==> src/rtl/cache_mesi_fsm.sv <==
// cache_mesi_fsm: per-line MESI coherence state machine with registered bus request outputs
module cache_mesi_fsm (
  input  logic clk,
  input  logic rstb,
  input  logic PrRd,
  input  logic PrWr,
  input  logic BusRd_in,
  input  logic BusRdX_in,
  input  logic BusUpgr_in,
  input  logic C_in,
  output logic BusRd_out,
  output logic BusRdX_out,
  output logic BusUpgr_out,
  output logic BusUpgr_out_new,
  output logic Flush
);
  typedef enum logic [1:0] {I = 2'b00, S = 2'b01, E = 2'b10, M = 2'b11} state_t;
  state_t state_q;
  logic rd_q, rdx_q, upg_q, flush_q;
  logic snoop;
  assign snoop = BusRdX_in | BusUpgr_in;
  assign BusRd_out = rd_q;
  assign BusRdX_out = rdx_q;
  assign BusUpgr_out = upg_q;
  assign BusUpgr_out_new = upg_q;
  assign Flush = flush_q;
  // line state and one-cycle bus outputs; snoops outrank local requests, writes outrank reads
  always_ff @(posedge clk) begin
    rd_q <= 1'b0;
    rdx_q <= 1'b0;
    upg_q <= 1'b0;
    flush_q <= 1'b0;
    if (!rstb) state_q <= I;
    else begin
      case (state_q)
        I: if (!(snoop | BusRd_in)) begin
          if (PrWr) begin
            state_q <= M;
            rdx_q <= 1'b1;
          end else if (PrRd) begin
            state_q <= C_in ? S : E;
            rd_q <= 1'b1;
          end
        end
        S: if (snoop) state_q <= I;
          else if (!BusRd_in && PrWr) begin
            state_q <= M;
            upg_q <= 1'b1;
          end
        E: if (snoop) state_q <= I;
          else if (BusRd_in) state_q <= S;
          else if (PrWr) state_q <= M;
        M: if (snoop | BusRd_in) begin
          state_q <= snoop ? I : S;
          flush_q <= 1'b1;
        end
        default: state_q <= I;
      endcase
    end
  end
endmodule

==> config.mk <==
export PLATFORM = sky130hd
export DESIGN_NAME = cache_mesi_fsm
export DESIGN_NICKNAME = d
export VERILOG_FILES = /design/src/rtl/cache_mesi_fsm.sv
export SDC_FILE = /design/constraint.sdc
export NUM_CORES = 1
export LEC_CHECK = 0
export BUFFER_PORTS_ARGS = -buffer_cell sky130_fd_sc_hd__buf_4
export CELL_PAD_IN_SITES_DETAIL_PLACEMENT = 2
export CELL_PAD_IN_SITES_GLOBAL_PLACEMENT = 2
export CORE_AREA = 2 2 39 41
export CTS_CLUSTER_SIZE = 12
export DETAILED_ROUTE_END_ITERATION = 10
export DIE_AREA = 0 0 41 43
export PLACE_DENSITY = 0.71
export SYNTH_ARGS = -nofsm -noshare
export SYNTH_HDL_FRONTEND = slang
export SYNTH_SLANG_ARGS = --single-unit
==> constraint.sdc <==
create_clock -name clk -period 2.25 [get_ports clk]
set_input_delay 0.3375 -clock clk [delete_from_list [all_inputs] [get_ports clk]]
set_output_delay 0.3375 -clock clk [all_outputs]
set_load 0.03 [all_outputs]
==> results of run 1 <==
[power breakdown]
group | internal, mW | leakage, nW | switching [mW]
Sequential | 0.109 | 0.0485 | 0.00259
Clock | 0.0601 | 0.0138 | 0.0348
Combinational | 0.0147 | 0.101 | 0.0164
[kinds of logic after synthesis]
kind of cell    count (synthesis)  share of synthesized area [%]
simple gates                   13                           31.4
buf+inv                         2                           4.29
flops                           6                           45.7
compound gates                  6                           18.6
[per-stage QoR]
step	hold slack, ps	worst slack, ps	util, %
after global placement	527	1170	26.4
after floorplan	410	1210	-
final	317	1200	28.0
after global routing	317	1120	28.0
after CTS	308	1180	28.0
after detailed placement	534	1110	26.4
[final cells by class]
class	count	share of cell area, %
sequential	6	31.0
multi-input combinational	19	33.9
tap	16	5.16
clock buffer	3	5.81
timing repair buffer	12	23.2
inverter	1	0.968
[worst min path at each step]
stage	from	to
after CTS	PrWr	BusRd_out
after floorplan	PrWr	BusRd_out
after global routing	PrWr	BusRd_out
after global placement	state_q[0]	Flush
final	PrWr	BusRd_out
after detailed placement	state_q[0]	Flush
[Yosys cell counts]
master	instances
nor3b_1	1
nor3_1	2
a221oi_1	1
nand3_1	1
nor3_4	1
nand4b_1	1
nand3b_1	1
dfxtp_1	6
nand2_1	1
inv_1	1
buf_4	1
a221oi_2	1
o21ai_1	2
o31ai_1	1
nor2_1	3
nor2_2	1
nand4_1	1
o21bai_1	1
[registers in the layout, indices dropped and copies added (netlist names)]
name and count:
state_q 2, BusRd_out 1, BusUpgr_out 1, Flush 1, BusRdX_out 1
[per-layer routing]
| metal | GRT usage [%] | vias up | wire length [um] |
|---|---|---|---|
| met5 | 0 | - | 0 |
| met4 | 10.0 | 0 | 0 |
| met3 | 3.14 | 0 | 37 |
| met2 | 17.8 | 9 | 447 |
| met1 | 11.7 | 127 | 293 |
| li1 | - | 129 | - |
==> results_dict.tcl, run 1 <==
set metrics [dict create \
    status "complete, no violations" \
    setup_viol_count_final 0 \
    hpwlAfterDp_um 622 \
    drcViolationCount 0 \
    syn_nets 35 \
    dr.pass1.iters 2 \
    dp.cells 54 \
    startpoint "BusUpgr_out" \
    die-area_um2 1760 \
    endpoint "BusUpgr_out_new" \
    start_util_pct 19.0 \
    fin_crit_ps 1050 \
    path_max_fanout 2 \
    clkTransAtPathRegs_ps 40 \
    maxSlewViolCount 0 \
    crit_family "flip-flops" \
    drv_cap 0 \
    yosysSeqAreaShare_pct 45.7 \
    p_leak_nw 0.163 \
    grt_antenna_before_repair 0 \
    cts.hold.buffers_added 0 \
    synth_area_leaders "dfxtp_1 46%, nor3_4 6.2%, a221oi_2 5.7%" \
    hold_depth 2 \
    r2r_cells 3 \
    routabilityCongestion 0.749 \
    min_period_over_period_pct 46.8 \
    irDropWorstVdd_v 0.000119 \
    synth_top_cell_by_area "dfxtp_1" \
    synthDistinctLibCells 18 \
    area_delta_synth_final_pct 47.6 \
    diodes 0 \
    skew_ps 3.46 \
    synth_area_um2 263 \
    core_area_um2 1380 \
    slowest_delay_ps 320 \
    cp_slowest_cell "dfxtp_1" \
    drt_iter0_drc 3 \
    cp.required_ps 1910 \
    fillers 163 \
    start_kind "flip-flop" \
    die_y_um 43 \
    wl_per_cell_um 13.6 \
    cp.depth 1 \
    overflow 0 \
    r2r-end "state_q[1]" \
    routed_wl_um 778 \
    rsz0062_at_grt "false" \
    nets 51 \
    r2r_setup_slack_ps 1250 \
    synth_top_area_share_pct 45.7 \
    crit_arrival_ps 720 \
    htreeDepth 1 \
    fp-row-count 14 \
    cts_resized 0 \
    cts_tree "yes" \
    yosys_warnings 0 \
    grt_pass1_vias 304 \
    drive_above_1_share_pct 43.9 \
    layout_common_cells "12 x buf_4, 6 x dfxtp_1, 3 x nor2_1, 3 x clkbuf_4" \
    syn_inst 27 \
    die_w_um 41 \
    tns_ps 0 \
    grt_max_degree 8 \
    vias_per_cell 4.65 \
    p_per_area_nw_per_um2 611 \
    postSynthAreaPerCell_um2 9.73 \
    multi_input_area_um2 131 \
    vias 265 \
    p_total_uw 237 \
    io_buffers 12 \
    cp_cell_sequence "buf_4" \
    post-cts-setup-buffer-count 0 \
    grt_pass1_wl_mm 1.28 \
    clk_path_buf_depth 2 \
    grtUsageTotal_pct 11.5 \
    cts_made_buffers 3 \
    pin_count 13 \
    crit_type "reg -> out" \
    final_cells 57 \
    holdCritPathClass "in -> reg" \
    synth-seq-cells 6 \
    worst_pin_slew_ps 276 \
    hold_viol_final 0 \
    final_common_cell "buf_4" \
    r2r_start "state_q[0]" \
    clock-sinks 6 \
    dpl_cell_area_um2 365 \
    seq_area_um2 120 \
    ant_nets 0 \
    critPathBufInv 1 \
    cts_root_buffer "clkbuf_4" \
    clock.fmax_mhz 950 \
    end_kind "primary output" \
    slew_headroom_pct 81.4 \
    insertion_delay_ps 240 \
    final_cell_area_um2 388 \
]
No activity file was read; power rests on OpenSTA's default activity.
==> inputs of run 2 (changes only) <==
--- a/config.mk
+++ b/config.mk
@@ -8,11 +8,11 @@
 export BUFFER_PORTS_ARGS = -buffer_cell sky130_fd_sc_hd__buf_4
 export CELL_PAD_IN_SITES_DETAIL_PLACEMENT = 2
 export CELL_PAD_IN_SITES_GLOBAL_PLACEMENT = 2
-export CORE_AREA = 2 2 39 41
+export CORE_MARGIN = 2
+export CORE_UTILIZATION = 19
 export CTS_CLUSTER_SIZE = 12
 export DETAILED_ROUTE_END_ITERATION = 10
-export DIE_AREA = 0 0 41 43
-export PLACE_DENSITY = 0.71
+export PLACE_DENSITY = 0.72
 export SYNTH_ARGS = -nofsm -noshare
 export SYNTH_HDL_FRONTEND = slang
 export SYNTH_SLANG_ARGS = --single-unit
==> constraint.sdc (replaced) <==
create_clock -name clk -period 0.9 [get_ports clk]
set_input_delay 0.135 -clock clk [delete_from_list [all_inputs] [get_ports clk]]
set_output_delay 0.135 -clock clk [all_outputs]
set_load 0.03 [all_outputs]
==> results_dict.tcl, run 2 (synthesized netlist as in run 1, its figures left out) <==
set metrics [dict create \
    start_kind "flip-flop" \
    fin_util_pct 33.6 \
    crit_arrival_ps 1040 \
    fillers 160 \
    worst_pin_slew_ps 268 \
    p_per_area_nw_per_um2 1450 \
    pin_count 13 \
    largest-register "state_q" \
    irDropWorstVdd_v 0.000629 \
    fin_crit_ps 879 \
    die_w_um 41.2 \
    hold_depth 2 \
    routed_wl_um 840 \
    cp.required_ps 1060 \
    grtUsageTotal_pct 13.8 \
    drt_iter0_drc 4 \
    grt_antenna_before_repair 0 \
    r2r_setup_slack_ps 20 \
    skew_ps 1.47 \
    insertion_delay_ps 250 \
    status "complete, no violations" \
    r2r_cells 3 \
    drcViolationCount 0 \
    grt_pass1_vias 316 \
    post-cts-setup-buffer-count 0 \
    dr.pass1.iters 2 \
    cts.hold.buffers_added 0 \
    grt_pass1_wl_mm 1.35 \
    die_y_um 41.2 \
    clk_path_buf_depth 2 \
    clock.fmax_mhz 1140 \
    hp-start "PrWr" \
    area_delta_synth_final_pct 66.2 \
    p_total_uw 634 \
    largest_reg_flops 2 \
    start_util_pct 20.2 \
    whs_ps 103 \
    hpwlAfterDp_um 658 \
    htreeDepth 1 \
    fp-row-count 13 \
    vias_per_cell 4.80 \
    routabilityCongestion 0.761 \
    core_area_um2 1300 \
    wl_per_cell_um 14.0 \
    ant_nets 0 \
    cts_tree "yes" \
    final_common_cell "buf_4" \
    p_leak_nw 0.191 \
    hold_end "BusRd_out" \
    grt_max_degree 7 \
    slew_headroom_pct 82.0 \
    nets 55 \
    drive_above_1_share_pct 57.8 \
    vias 288 \
    cts_root_buffer "clkbuf_4" \
    rsz0062_at_grt "true" \
    cts_made_buffers 3 \
    maxSlewViolCount 0 \
    drv_cap 0 \
    hold_viol_final 0 \
    min_period_over_period_pct 97.7 \
    io_buffers 12 \
    die-area_um2 1700 \
    layout_common_cells "14 x buf_4, 3 x dfxtp_1, 3 x dfxtp_2, 3 x nor2_1, 3 x clkbuf_4" \
    crit_type "reg -> reg" \
    path_max_fanout 4 \
    diodes 0 \
    r2r_start "state_q[0]" \
    setup_viol_count_final 0 \
    clkTransAtPathRegs_ps 50 \
    holdCritPathClass "in -> reg" \
    clock-sinks 6 \
    end_kind "flip-flop" \
    r2r-end "state_q[1]" \
    startpoint "state_q[0]" \
    overflow 0 \
]
## run 2: cell types whose count changed in the layout (fill, tap and decap cells not counted)
| cell | change |
|---|---|
| dfxtp_1 | -3 |
| nor2_4 | +1 |
| buf_4 | +2 |
| nor2_2 | -1 |
| o21ai_1 | -1 |
| buf_6 | +2 |
| dfxtp_2 | +3 |
| o21ai_2 | +1 |
## run 2: metal layers
layer	track usage, %	part of all wire [%]
met4	14.5	5.2
met3	3.26	4.8
met2	23.8	51
met5	0	0
met1	12.5	38
## run 2: report_power, final
part	switching [mW]	total, mW	internal (mW)	leakage [nW]
registers	0.00558	0.277	0.271	0.0500
clock network	0.113	0.265	0.152	0.0138
logic	0.0450	0.0922	0.0472	0.127
total	0.164	0.634	0.471	0.191
## run 2: repair_timing
item,4_1_cts,5_1_grt
gates resized for setup,3,4
endpoints found under the hold margin,0,0
pin swaps,1,1
setup endpoints to repair,1,5
## run 2: stage by stage
stage	instances	setup slack [ps]	instance area, um2	setup TNS [ps]
6_report	60	20.8	437	0
3_5_place_dp	57	-77.7	394	-77.7
5_1_grt	60	-37.4	437	-66.3
3_3_place_gp	57	28.8	394	0
4_1_cts	60	-5.68	427	-5.68
2_1_floorplan	27	37.9	263	0
## run 2: worst max path at each step
stage                       to  depth (start not counted)
floorplan           state_q[1]                          3
global placement    state_q[1]                          3
detailed placement  state_q[1]                          3
CTS                 state_q[1]                          3
global route        state_q[1]                          3
finish              state_q[1]                          3
## run 2: final cells by class
class | count | area, um2 | area share [%]
sequential | 6 | 124 | 28.4
inverter | 1 | 3.75 | 0.860
tap | 15 | 18.8 | 4.30
timing repair buffer | 16 | 128 | 29.2
clock buffer | 3 | 22.5 | 5.16
multi-input combinational | 19 | 140 | 32.1
## run 2: worst max-delay path: stages (launching register included)
cell and delay [ps]:
dfxtp_2 340, nor2_4 160, o21ai_2 80, a221oi_2 210
